<file path="src/rtl/ultrasonic_ranger.sv">
// ultrasonic_ranger: HC-SR04-class trigger generator and echo-width meter.
// Fires one trigger per fixed period, times the echo high phase in osc
// cycles and publishes the width (all-ones on timeout) with a one-cycle
// valid strobe. too_close is a registered compare of the published width.
//
// state | meaning
// IDLE  | single cycle after reset before the first trigger
// TRIG  | trigger pulse high; timer counts the pulse width down
// WAIT  | trigger low; waiting for an echo rising edge or the timeout
// MEAS  | echo high; meas_cnt counts the echo width
// HOLD  | result published; waiting for the period counter to expire
module ultrasonic_ranger #(
    parameter int unsigned TRIG_CYCLES    = 500,
    parameter int unsigned TIMEOUT_CYCLES = 1_500_000,
    parameter int unsigned PERIOD_CYCLES  = 3_000_000,
    parameter int unsigned STOP_THRESH    = 58_000
) (
    input  logic        osc,
    input  logic        reset,
    input  logic        echo,
    output logic        trig,
    output logic [31:0] echo_cnt,
    output logic        valid,
    output logic        timeout,
    output logic        too_close
);

    localparam logic [31:0] TRIG_LOAD    = 32'(TRIG_CYCLES - 1);
    localparam logic [31:0] TIMEOUT_LOAD = 32'(TIMEOUT_CYCLES - 1);
    localparam logic [31:0] TIMEOUT_LIM  = 32'(TIMEOUT_CYCLES);
    localparam logic [31:0] PERIOD_LAST  = 32'(PERIOD_CYCLES - 1);
    localparam logic [31:0] STOP_LIM     = 32'(STOP_THRESH);
    localparam logic [31:0] CNT_NONE     = 32'hFFFF_FFFF;
    localparam logic [31:0] CNT_SAT      = 32'hFFFF_FFFE;

    typedef enum logic [2:0] {IDLE, TRIG, WAIT, MEAS, HOLD} state_t;

    state_t      state_q, state_d;
    logic [31:0] timer_q, timer_d;
    logic [31:0] meas_cnt_q, meas_cnt_d;
    logic [31:0] period_cnt_q, period_cnt_d;
    logic [31:0] echo_cnt_q, echo_cnt_d;
    logic        trig_q, trig_d;
    logic        valid_q, valid_d;
    logic        timeout_q, timeout_d;
    logic        too_close_q, too_close_d;
    logic        echo_meta_q, echo_meta_d;
    logic        echo_s_q, echo_s_d;
    logic        echo_d_q, echo_d_d;
    logic        rise, fall;

    assign rise = echo_s_q & ~echo_d_q;
    assign fall = ~echo_s_q & echo_d_q;

    // Next-state and output computation for the measurement sequencer.
    always_comb begin
        state_d      = state_q;
        timer_d      = timer_q;
        meas_cnt_d   = meas_cnt_q;
        period_cnt_d = (period_cnt_q == PERIOD_LAST) ? period_cnt_q : period_cnt_q + 32'd1;
        echo_cnt_d   = echo_cnt_q;
        trig_d       = trig_q;
        valid_d      = 1'b0;
        timeout_d    = timeout_q;
        too_close_d  = (echo_cnt_q <= STOP_LIM);
        echo_meta_d  = echo;
        echo_s_d     = echo_meta_q;
        echo_d_d     = echo_s_q;

        case (state_q)
            IDLE: begin
                state_d      = TRIG;
                trig_d       = 1'b1;
                timer_d      = TRIG_LOAD;
                period_cnt_d = 32'd0;
            end
            TRIG: begin
                if (timer_q == 32'd0) begin
                    state_d = WAIT;
                    trig_d  = 1'b0;
                    timer_d = TIMEOUT_LOAD;
                end else begin
                    timer_d = timer_q - 32'd1;
                end
            end
            WAIT: begin
                // A level already high on entry is not an edge and is ignored.
                if (rise) begin
                    meas_cnt_d = 32'd1;
                    state_d    = MEAS;
                end else if (timer_q == 32'd0) begin
                    echo_cnt_d = CNT_NONE;
                    valid_d    = 1'b1;
                    timeout_d  = 1'b1;
                    state_d    = HOLD;
                end else begin
                    timer_d = timer_q - 32'd1;
                end
            end
            MEAS: begin
                if (fall) begin
                    echo_cnt_d = meas_cnt_q;
                    valid_d    = 1'b1;
                    timeout_d  = 1'b0;
                    state_d    = HOLD;
                end else if (meas_cnt_q >= TIMEOUT_LIM) begin
                    echo_cnt_d = CNT_NONE;
                    valid_d    = 1'b1;
                    timeout_d  = 1'b1;
                    state_d    = HOLD;
                end else if (echo_s_q && (meas_cnt_q != CNT_SAT)) begin
                    meas_cnt_d = meas_cnt_q + 32'd1;
                end
            end
            HOLD: begin
                if (period_cnt_q == PERIOD_LAST) begin
                    state_d      = TRIG;
                    trig_d       = 1'b1;
                    timer_d      = TRIG_LOAD;
                    period_cnt_d = 32'd0;
                end
            end
            default: state_d = IDLE;
        endcase
    end

    // State, counter, synchroniser and output registers with synchronous reset.
    always_ff @(posedge osc) begin
        if (reset) begin
            state_q      <= IDLE;
            timer_q      <= 32'd0;
            meas_cnt_q   <= 32'd0;
            period_cnt_q <= 32'd0;
            echo_cnt_q   <= CNT_NONE;
            trig_q       <= 1'b0;
            valid_q      <= 1'b0;
            timeout_q    <= 1'b0;
            too_close_q  <= 1'b0;
            echo_meta_q  <= 1'b0;
            echo_s_q     <= 1'b0;
            echo_d_q     <= 1'b0;
        end else begin
            state_q      <= state_d;
            timer_q      <= timer_d;
            meas_cnt_q   <= meas_cnt_d;
            period_cnt_q <= period_cnt_d;
            echo_cnt_q   <= echo_cnt_d;
            trig_q       <= trig_d;
            valid_q      <= valid_d;
            timeout_q    <= timeout_d;
            too_close_q  <= too_close_d;
            echo_meta_q  <= echo_meta_d;
            echo_s_q     <= echo_s_d;
            echo_d_q     <= echo_d_d;
        end
    end

    assign trig      = trig_q;
    assign echo_cnt  = echo_cnt_q;
    assign valid     = valid_q;
    assign timeout   = timeout_q;
    assign too_close = too_close_q;

endmodule

</file>
<file path="config.mk">
export PLATFORM = sky130hd
export DESIGN_NAME = ultrasonic_ranger
export DESIGN_NICKNAME = d
export VERILOG_FILES = /design/src/rtl/ultrasonic_ranger.sv
export SDC_FILE = /design/constraint.sdc
export NUM_CORES = 1
export LEC_CHECK = 0
export ABC_CLOCK_PERIOD_IN_PS = 2600
export BUFFER_PORTS_ARGS = -buffer_cell sky130_fd_sc_hd__buf_2
export CAP_MARGIN = 20
export CELL_PAD_IN_SITES_DETAIL_PLACEMENT = 0
export CELL_PAD_IN_SITES_GLOBAL_PLACEMENT = 1
export CORE_ASPECT_RATIO = 1.5
export CORE_MARGIN = 2
export CORE_UTILIZATION = 25
export CTS_CLUSTER_SIZE = 20
export DETAILED_ROUTE_END_ITERATION = 10
export PLACE_DENSITY = 0.6
export SYNTH_ARGS = -nofsm -noshare
export SYNTH_HDL_FRONTEND = slang
export SYNTH_SLANG_ARGS = --single-unit
</file>
<file path="constraint.sdc">
create_clock -name osc -period 2.6 [get_ports osc]
set_clock_uncertainty 0.1 [all_clocks]
set_input_delay 0.13 -clock osc [delete_from_list [all_inputs] [get_ports osc]]
set_output_delay 0.13 -clock osc [all_outputs]
set_load 0.05 [all_outputs]
</file>
### Word-level counts from Yosys, hierarchy flattened

Index checks and enable logic that the tools add are counted.
W data, S select, Z words.

* add/subtract/negate cells: 3
* multiply operators: 0
* divide/modulo/power cells: 0
* order comparisons: 2
* eq/ne operators: 17
* shift-type cells: 0
* muxes and demuxes: 38
* bitwise gates (word level): 4
* reductions and logical operators: 11

Operators with widths (count)
* $mux W32: 14
* $pmux W32 S2: 3
* $pmux W32 S4: 1
* $add A32 B1 Y32 const B: 2
* $eq A32 B22 Y1 const B: 1
* $ge A32 B21 Y1 const B: 1
* $le A32 B16 Y1 const B: 1
* $logic_not A32 Y1: 1
* $ne A32 B32 Y1 const B: 1
* $sub A32 B1 Y32 const B: 1
* $mux W3: 6
* $ne A2 B2 Y1 const B: 9
* $pmux W3 S5: 1
* $reduce_and A4 Y1: 3
* $mux W1: 10
* $eq A3 B2 Y1 const B: 2
* $ne A3 B3 Y1 const B: 2
* $reduce_and A5 Y1: 1
* $pmux W1 S2: 2
* $reduce_bool A4 Y1: 1
* $eq A3 B1 Y1 const B: 1
* $eq A3 B3 Y1 const B: 1
* $logic_not A3 Y1: 1
* $pmux W1 S3: 1
* other kinds (6): 8

* register bits after elaboration: 138
* latch bits: 0
* memory bits (writable): 0
* memory bits (read-only): 0
* input bits: 3
* output and inout port bits: 36
* memories kept: 0

### Depth between registers and ports, before layout

* depth after elaboration: 6
* gate-level depth with buffers: 11
* gate-level depth less buffers: 9

### Worst setup path after synthesis

No wires, ideal clock.

* path kind: reg-to-reg
* start: register timer_q[22]
* end: register timer_q[15]
* setup time: 0.119 ns
* arrival: 2.461 ns
* data required time: 2.381 ns
* setup slack: -0.080 ns
* stages on the path, launching flop included: 10
* clock period less this slack: 2.680 ns
* path through: dfxtp_1 -> or4_4 -> or3_4 -> nor4_4 -> a2111oi_2 -> buf_6 -> or2_0 -> buf_6 -> o21a_1 -> o221a_1

* cells in the longest elaborated chain, start to end: 3
* elaborated cells between the ends (all ways): 5
* classes of those cells: eq/ne: 1; mux: 2; reduce/logical: 2

Ends and longest elaborated chain
* from (decl): RTL line 39 `logic [31:0] timer_q, timer_d;`
* from (signal assigned): RTL line 144 `timer_q <= timer_d;`
* $logic_not A32 Y1 (*): RTL line 78, 91
* $mux W32 / $ne A2 B2 Y1 (equally long branches)
* $pmux W32 S4 / $reduce_and A4 Y1 (equally long branches)

Mark *: on every way between the ends. The rest lies on a longest branch, timed or not.
A chain may end at the register's enable or synchronous reset.

### Worst setup path in the final report

* start: register timer_q[25]
* end: register timer_q[2]

Same word-level chain as after synthesis.

==> out/metrics.csv <==
stage;metric;value;unit
sta;crit path time final;2560;ps
placement;Buffers on Ports;38;
logic_synthesis;Mapped Cells;670;
grt;gr usage total;13.3;%
grt;vias in the first global route;5334;
sta;Final setup viols;0;
route;Total Wirelength;15600;um
grt;largest net degree at the start of global routing;33;
logic_synthesis;top_reg_cell synth;dfxtp_1;
logic_synthesis;Syn Std Cell Area;5950;um^2
logic_synthesis;most frequent cell after synthesis;dfxtp_1;
route;via count;5190;
clock_tree;CTS tree;yes;
floorplan;starting density of the core;25.2;%
floorplan;die footprint;25100;um^2
setup_path;critical path type;register to register;
route;via/cell ratio;4.69;
floorplan;Die Height;193;um
logic_synthesis;average size of a mapped cell;8.88;um^2
logic_synthesis;#FFs+latches synth;138;
final_layout;P&R area growth vs syn;30.5;%
sta;Worst Slack Setup Final;39.1;ps
route;Iteration-0 DRC Markers;144;
run;max cap viols;0;
status;outcome;completed;
placement;DP HPWL;11400;um
sta;setup TNS;0;ps
clock_tree;H-tree levels;4;
final_layout;layout cell share with drive strength beyond 1;23.4;%
placement;DP Worst Slack;-18.1;ps
sta;Slew headroom;58.5;%
setup_path;Arr. time, crit path;2790;ps
sta;Worst Tran Pin Value;617;ps
sta;Final Hold Viols;0;
final_layout;register area;2770;um^2
logic_synthesis;Synth top cells by count;138 x dfxtp_1, 81 x nor2_1, 43 x nand2_1;
power_and_ir_drop;Max VDD drop;0.390;mV
logic_synthesis;Synth warnings;0;
hold_path;min-delay worst type;input pin to register;
logic_synthesis;Async S/R FF share, synth;0;%
setup_path;Crit. End Element;register;
clock_tree;Clock Tree Buf Depth;2;
grt;GR Overflow Total;0;
logic_synthesis;cell taking the most area after synthesis;dfxtp_1;
clock_tree;clk_lat worst skew;420;ps
floorplan;Ports;39;
route;residual DRC count;0;
placement;Placer Congestion;0.782;
setup_path;maximum fanout along the worst path;7;
logic_synthesis;Cell variety after synth;57;
route;Pre-antenna DRT Iters;4;
logic_synthesis;post-synthesis net count;678;
floorplan;total core area;23600;um^2
floorplan;Die W;130;um
clock_tree;CTS root buf;clkbuf_16;
sta;unrepaired setup endpoints after global routing;true;
power_and_ir_drop;pwr/cell area;784;nW/um^2
sta;worst hold slack;51.3;ps
logic_synthesis;top cell type's share of synthesized area;46.4;%
setup_path;Crit path required time;2830;ps
final_layout;# fillers;2479;
clock_tree;CTS Buf Count;17;
sta;FMAX;390;MHz
grt;initial antenna violation count;0;
floorplan;Site Rows;69;
route;DRT antenna net count;0;
sta;fin. max-slew vios;0;
setup_path;crit path launch type;register;
logic_synthesis;largest cells by area after synthesis;dfxtp_1 46%, xor2_1 5.2%, nor2_1 5.1%;
clock_tree;CTS sink cnt;138;
power_and_ir_drop;Design Power;6.08;mW
logic_synthesis;post-synthesis sequential area ratio;46.4;%
grt;first-pass GRT wire length;26400;um
sta;period utilization;98.5;%
final_layout;Multi-input gate area;3170;um^2
final_layout;nets@finish;782;
logic_synthesis;number of synthesized flops with an enable pin;0;
power_and_ir_drop;P_leak;2.80;nW
route;DR WL/cell;14.1;um
final_layout;n_diodes;0;
clock_tree;Worst-path clk slew;60;ps
-- registers in the layout, indices dropped and copies added, names as in the netlist --
| name | cells |
|---|---|
| timeout | 1 |
| echo_meta_q | 1 |
| trig | 1 |
| timer_q | 32 |
| too_close | 1 |
| echo_d_d | 1 |
| valid | 1 |
| period_cnt_q | 32 |
| echo_cnt | 32 |
| echo_d_q | 1 |
| state_q | 3 |
| meas_cnt_q | 32 |
-- per-stage QoR --
stage | util, % | area [um^2] | std cells
finish | 32.9 | 7760 | 1106
CTS | 32.3 | 7610 | 1105
global placement | 29.6 | 6980 | 1072
floorplan | - | 5950 | 670
detailed placement | 29.6 | 6980 | 1072
global route | 32.9 | 7760 | 1106
-- timing repair --
item                                    CTS  global route
resized for setup                         5            39
endpoints found under the setup margin   36            65
cloned                                    0             0
endpoints found under the hold margin     1             0
pin swaps                                 0             9
hold buffers                              1             0
setup buffers                             0             2
-- cells by family after synthesis --
family,synth area share (%)
AND/OR/NAND/NOR,25.9
AO/OA/AOI/OAI,16.5
flip-flops,46.4
XOR/XNOR,6.77
buffers and inverters,2.97
adder cells (fa/ha/maj),1.05
multiplexers,0.337
-- cells in the final DEF (no fill, tap or decap), types with 3 or more instances in the layout --
cell and n:
inv_8 3, a21oi_1 34, a21oi_2 4, and3_1 13
inv_1 6, clkinv_4 5, dfxtp_1 135, nand2b_1 7
nor2b_1 10, a311oi_1 3, nor4_1 13, or3_1 19
o21ai_1 5, a311oi_2 3, dfxtp_2 3, buf_4 72
ha_1 4, nand2_1 41, o21a_1 5, and2_1 13
xnor2_1 11, o22a_1 32, nor3_1 25, clkbuf_16 17
o21ai_0 23, nor2_1 80, buf_2 38, or4_1 7
a211oi_1 4, o211ai_1 4, xor2_1 35, nand4_1 16
and4_1 5, nand3_1 22, a31oi_1 6, or2_2 3
-- worst max-delay path, stage by stage (launching register included) --
cell and delay, ps:
dfxtp_2 320, or4_4 530, or3_4 360, nor4_4 210, buf_4 180, a2111oi_4 100, or2_4 300, buf_6 140
a311oi_2 230
-- path summary, 6_finish.rpt --
path         slack, ps  depth (start not counted)    endpoint        start
max reg2reg         40                          8  timer_q[2]  timer_q[25]
max                 40                          8  timer_q[2]  timer_q[25]
min                 50                          4        trig        reset
min reg2reg        340                          1    echo_d_d  echo_meta_q
-- power breakdown --
group	switching (mW)	internal [mW]	total, mW
sequential	0.100	2.21	2.31
combinational	0.748	0.574	1.32
clock	1.01	1.44	2.46
-- layer usage --
metal,routed length [um],vias up,GRT usage [%]
met2,8370,57,24.7
li1,-,2638,-
met5,0,-,0
met4,368,0,5.33
met3,397,22,2.77
met1,6500,2473,14.5
-- layout make-up --
| cell class | instances | share of cell area, % |
|---|---|---|
| flip-flops and latches | 138 | 35.6 |
| clock inverters | 13 | 2.06 |
| repair buffers | 115 | 10.3 |
| clock buffers | 19 | 5.58 |
| inverters | 8 | 0.387 |
| well taps | 319 | 5.14 |
| multi-input cells | 494 | 40.8 |
Note: power is estimated with default switching activity, not from simulation.
